--- src/rtl/pipe_pkg.sv ---
// Shared pipeline definitions: the RISC-V canonical NOP and the stage occupancy states.
package pipe_pkg;

  localparam logic [31:0] RV_NOP = 32'h0000_0013;

  // Encoding doubles as the occupancy count, so the top can export it directly.
  typedef enum logic [1:0] {
    EMPTY = 2'd0,
    ONE   = 2'd1,
    TWO   = 2'd2
  } stage_state_e;

endpackage

--- src/rtl/sat_counter.sv ---
// Saturating up-counter with asynchronous clear; holds at all-ones instead of wrapping.
module sat_counter #(
  parameter int unsigned WIDTH = 16
) (
  input  logic             clk,
  input  logic             clr,
  input  logic             inc,
  output logic [WIDTH-1:0] count
);

  logic [WIDTH-1:0] count_q;
  logic [WIDTH-1:0] count_d;

  always_comb begin
    count_d = count_q;
    if (inc && (count_q != {WIDTH{1'b1}})) begin
      count_d = count_q + {{(WIDTH-1){1'b0}}, 1'b1};
    end
  end

  always_ff @(posedge clk or posedge clr) begin
    if (clr) begin
      count_q <= '0;
    end else begin
      count_q <= count_d;
    end
  end

  assign count = count_q;

endmodule

--- src/rtl/skid_pipe_reg.sv ---
// Pipeline register stage with optional 2-entry skid buffer, flush and a back-pressure counter.
module skid_pipe_reg
  import pipe_pkg::*;
#(
  parameter int unsigned       DATA_W    = 64,
  parameter logic [DATA_W-1:0] NOP_VALUE = {32'h0, RV_NOP},
  parameter int unsigned       SKID      = 1,
  parameter int unsigned       CNT_W     = 16
) (
  input  logic              clk,
  input  logic              reset,
  input  logic              flush,
  input  logic              in_valid,
  output logic              in_ready,
  input  logic [DATA_W-1:0] in_data,
  output logic              out_valid,
  input  logic              out_ready,
  output logic [DATA_W-1:0] out_data,
  output logic [1:0]        occupancy,
  output logic [CNT_W-1:0]  stall_cnt
);

  stage_state_e      state_q, state_d;
  logic [DATA_W-1:0] main_q, main_d;
  logic [DATA_W-1:0] skid_q, skid_d;
  logic              ready_q, ready_d;
  logic              accept;
  logic              consume;

  assign accept  = in_valid && in_ready;
  assign consume = out_valid && out_ready;

  always_comb begin
    state_d = state_q;
    main_d  = main_q;
    skid_d  = skid_q;
    if (flush) begin
      state_d = EMPTY;
      main_d  = NOP_VALUE;
      skid_d  = NOP_VALUE;
    end else begin
      case (state_q)
        EMPTY: begin
          if (accept) begin
            state_d = ONE;
            main_d  = in_data;
          end
        end
        ONE: begin
          if (accept && !consume) begin
            state_d = TWO;
            skid_d  = in_data;
          end else if (accept && consume) begin
            main_d = in_data;
          end else if (consume) begin
            state_d = EMPTY;
            main_d  = NOP_VALUE;
          end
        end
        TWO: begin
          if (consume) begin
            state_d = ONE;
            main_d  = skid_q;
            skid_d  = NOP_VALUE;
          end
        end
        default: begin
          state_d = EMPTY;
          main_d  = NOP_VALUE;
          skid_d  = NOP_VALUE;
        end
      endcase
    end
  end

  // In single-register mode ready_q only marks "out of reset"; the handshake itself is combinational.
  assign ready_d = (SKID != 0) ? (state_d != TWO) : 1'b1;

  always_ff @(posedge clk or posedge reset) begin
    if (reset) begin
      state_q <= EMPTY;
      main_q  <= NOP_VALUE;
      skid_q  <= NOP_VALUE;
      ready_q <= 1'b0;
    end else begin
      state_q <= state_d;
      main_q  <= main_d;
      skid_q  <= skid_d;
      ready_q <= ready_d;
    end
  end

  generate
    if (SKID != 0) begin : g_skid
      assign in_ready = ready_q;
    end else begin : g_single
      assign in_ready = ready_q && (!out_valid || out_ready);
    end
  endgenerate

  assign out_valid = (state_q != EMPTY);
  assign out_data  = main_q;
  assign occupancy = state_q;

  sat_counter #(
    .WIDTH(CNT_W)
  ) u_stall_cnt (
    .clk  (clk),
    .clr  (reset),
    .inc  (out_valid && !out_ready && !flush),
    .count(stall_cnt)
  );

endmodule

--- config.mk ---
export PLATFORM = sky130hd
export DESIGN_NAME = skid_pipe_reg
export DESIGN_NICKNAME = d
export VERILOG_FILES = /design/src/rtl/pipe_pkg.sv /design/src/rtl/sat_counter.sv /design/src/rtl/skid_pipe_reg.sv
export SDC_FILE = /design/constraint.sdc
export NUM_CORES = 1
export LEC_CHECK = 0
export ABC_AREA = 1
export BUFFER_PORTS_ARGS = -buffer_cell sky130_fd_sc_hd__buf_2
export CAP_MARGIN = 10
export CORE_AREA = 8 8 176 161
export DETAILED_ROUTE_END_ITERATION = 10
export DIE_AREA = 0 0 184 169
export PLACE_DENSITY = 0.53
export SETUP_SLACK_MARGIN = 0.05
export SLEW_MARGIN = 5
export SYNTH_ARGS = -nofsm -noshare
export SYNTH_HDL_FRONTEND = slang
export SYNTH_HIERARCHICAL = 1
export SYNTH_SLANG_ARGS = --single-unit
--- constraint.sdc ---
create_clock -name clk -period 4.2 [get_ports clk]
set_input_delay 0.84 -clock clk [delete_from_list [all_inputs] [get_ports clk]]
set_output_delay 0.84 -clock clk [all_outputs]
set_load 0.005 [all_outputs]
==> results.sh <==
export IMPL_grt_pass1_wl_um=37400
export IMPL_post_route_util=0.355
export IMPL_p_per_area_nw_per_um2=425
export IMPL_synthTopCellsByArea="dfrtp_1 47%, nand2_1 16%, nand3_1 9.2%"
export IMPL_status="complete, no violations"
export IMPL_cts_resized=0
export IMPL_r2r_end="out_data[10]$_DFFE_PP0P_"
export IMPL_critPathArrivalTime_ps=3150
export IMPL_placeableCoreArea_um2=25500
export IMPL_setup_viol=0
export IMPL_rsz0062_at_grt="false"
export IMPL_num_rows=56
export IMPL_via_count=6830
export IMPL_netlist_area_um2=7470
export IMPL_min_path_type="flip-flop to flip-flop"
export IMPL_fin_crit_sh=0.667
export IMPL_rr_startpoint="occupancy[1]$_DFF_PP0_"
export IMPL_crit_start="occupancy[1]$_DFF_PP0_"
export IMPL_tightest_slew_ps=929
export IMPL_crit_path_max_fanout=64
export IMPL_drive_above_1_share=0.218
export IMPL_routedWlPerCell_um=16.2
export IMPL_vdd_drop_max_v=0.000231
export IMPL_yosysWarningCount=6
export IMPL_n_fill_cell=2751
export IMPL_antenna_found_initial=2
export IMPL_p_leak_nw=4.60
export IMPL_drtPass1Iterations=5
export IMPL_cts_tree="done"
export IMPL_cts_buffers=17
export IMPL_syn_nets=1033
export IMPL_cp_start_kind="flip-flop"
export IMPL_gp_congestion=0.757
export IMPL_overflow=0
export IMPL_synth_seq_area_share=0.493
export IMPL_nets=1152
export IMPL_reg2reg_setup_slack_ps=1400
export IMPL_comb_power_share=0.161
export IMPL_synth_most_common_cell="nand2_1"
export IMPL_cp_required_ps=4550
export IMPL_max_slew_margin=0.379
export IMPL_crit_path_end_kind="flip-flop"
export IMPL_path_clk_slew_ps=60
export IMPL_worstSkewPairLatency_ps=420
export IMPL_tns_ps=0
export IMPL_synth_area_per_cell_um2=7.76
export IMPL_switchingPower_mw=1.17
export IMPL_dp_cells=1411
export IMPL_switching_share=0.305
export IMPL_initial_core_util=0.293
export IMPL_synth_seq_cells=147
export IMPL_hpwl_um=14800
export IMPL_synth_top_area_frac=0.472
export IMPL_seq_power_share=0.431
export IMPL_area_growth_pct=21.3
export IMPL_fin_skew_ps=12.3
export IMPL_postCtsSetupRepairBufs=0
export IMPL_drcViolationCount=0
export IMPL_synth_ff_type="dfrtp_1"
export IMPL_period_needed_ps=2800
export IMPL_grt_max_degree=132
export IMPL_ctsHoldBuffers=0
export IMPL_io_pins=153
export IMPL_drt_total_wl_um=23400
export IMPL_cts_root_buf="clkbuf_16"
export IMPL_timing_fmax_mhz=357
export IMPL_stdcell_count=1444
export IMPL_finalMaxSlewViolations=0
export IMPL_dieArea_um2=31100
export IMPL_drtIter0Drc=516
export IMPL_die_w_um=184
export IMPL_async_flop_share=1.00
export IMPL_crit_type="flip-flop to flip-flop"
export IMPL_final_hold_viol_count=0
export IMPL_synth_top_cell_by_area="dfrtp_1"
export IMPL_grt_pass1_vias=6758
export IMPL_cts_buffer_depth=2
export IMPL_track_usage=0.151
export IMPL_via_per_inst=4.73
export IMPL_cp_endpoint="out_data[10]$_DFFE_PP0P_"
export IMPL_worstRegToRegCells=8
export IMPL_synth_edf_count=0
export IMPL_syn_instance_count=963
export IMPL_clock_sinks=147
export IMPL_antenna_left=0
export IMPL_die_y_um=169
export IMPL_synth_top_cells_by_count="327 x nand2_1, 141 x dfrtp_1, 138 x nand3_1"
export IMPL_synth_cell_type_count=30
export IMPL_cts_max_level=4
export IMPL_max_cap_viol_count=0
export IMPL_portBuffers=152
export IMPL_p_int_mw=2.68
export IMPL_clkPwrFrac=0.408
-- registers in the layout, indices dropped and copies added, names as in the netlist --
register           count
out_data              64
skid_q                64
u_stall_cnt/count     16
occupancy              2
in_ready               1
-- worst max-delay path, stage by stage, from the launching register on --
cell,delay [ps]
dfrtp_1,470
inv_2,560
buf_4,500
nand4_1,140
nand2_1,160
inv_1,80
nand2_4,560
nand2_1,120
nand2_1,100
-- power by group through the flow --
stage / registers, mW / logic (mW) / clock network [mW]
after floorplan: 1.67 / 0.374 / 0
after global routing: 1.68 / 0.703 / 1.69
after global placement: 1.69 / 0.626 / 0
after detailed placement: 1.68 / 0.632 / 0
after CTS: 1.66 / 0.635 / 1.62
final: 1.66 / 0.621 / 1.57
-- how the worst min path moves through the flow --
stage | start | to | depth (start not counted)
floorplan | out_data[0]$_DFFE_PP1P_ | out_data[0]$_DFFE_PP1P_ | 2
global placement | out_data[24]$_DFFE_PP0P_ | out_data[24]$_DFFE_PP0P_ | 2
detailed placement | out_data[21]$_DFFE_PP0P_ | out_data[21]$_DFFE_PP0P_ | 2
CTS | out_data[21]$_DFFE_PP0P_ | out_data[21]$_DFFE_PP0P_ | 2
global route | out_data[14]$_DFFE_PP0P_ | out_data[14]$_DFFE_PP0P_ | 2
finish | out_data[21]$_DFFE_PP0P_ | out_data[21]$_DFFE_PP0P_ | 2
-- cells in the final DEF, fill, tap and decap left out, types with 2 or more instances in the layout --
master        n
xor2_1        2
nand3b_1      2
o21ai_1      37
o21ai_2       6
clkinv_4      2
nor2_4        8
bufinv_16     2
nand4_1      67
buf_4        10
xnor2_1       2
dfrtp_1     141
dfstp_2       6
inv_2         5
nand3_1     138
inv_1        85
inv_6         5
o21ai_0      32
a21oi_1       4
nand2_1     325
clkbuf_16    17
buf_12        2
nand2_2      10
buf_2       152
clkinvlp_4    2
nor2_1       18
inv_8         3
nor2_2        3
-- cell type report --
cell class / instances / area, µm² / area share
timing repair buffer: 164 / 876 / 0.0967
multi-input combinational: 661 / 3120 / 0.344
antenna: 1 / 2.50 / 0.000276
sequential: 147 / 3690 / 0.407
clock buffer: 18 / 429 / 0.0474
clock inverter: 14 / 168 / 0.0185
tap: 348 / 435 / 0.0481
inverter: 91 / 345 / 0.0381
-- kinds of logic (layout without fill, tap and decap cells) --
family | count (synthesis) | count (layout) | share of synthesized area
adders and majority gates | 1 | 1 | 0.00167
and+or+nand+nor | 576 | 576 | 0.351
buffers and inverters | 155 | 287 | 0.0918
DFF | 147 | 147 | 0.493
other | 0 | 1 | 0
xor gates and xnor gates | 4 | 4 | 0.00469
AOI/OAI and AO/OA | 80 | 80 | 0.0574
-- metal layers --
layer,vias to the layer above,share of wire,GRT usage
li1,3378,-,-
met1,3255,0.46,0.199
met2,171,0.46,0.240
met3,24,0.061,0.0339
met4,2,0.017,0.0487
met5,-,0.00043,0
-- metrics by stage --
stage / area (µm²) / hold WS [ps] / setup WS (ps) / power [mW]
after global routing: 9060 / 495 / 1080 / 4.07
after CTS: 9060 / 480 / 1370 / 3.92
after detailed placement: 8460 / 461 / 1380 / 2.32
after global placement: 8460 / 460 / 1440 / 2.31
after floorplan: 7470 / 451 / 1740 / 2.05
final: 9060 / 473 / 1400 / 3.85
(Power assumes the default switching activity.)
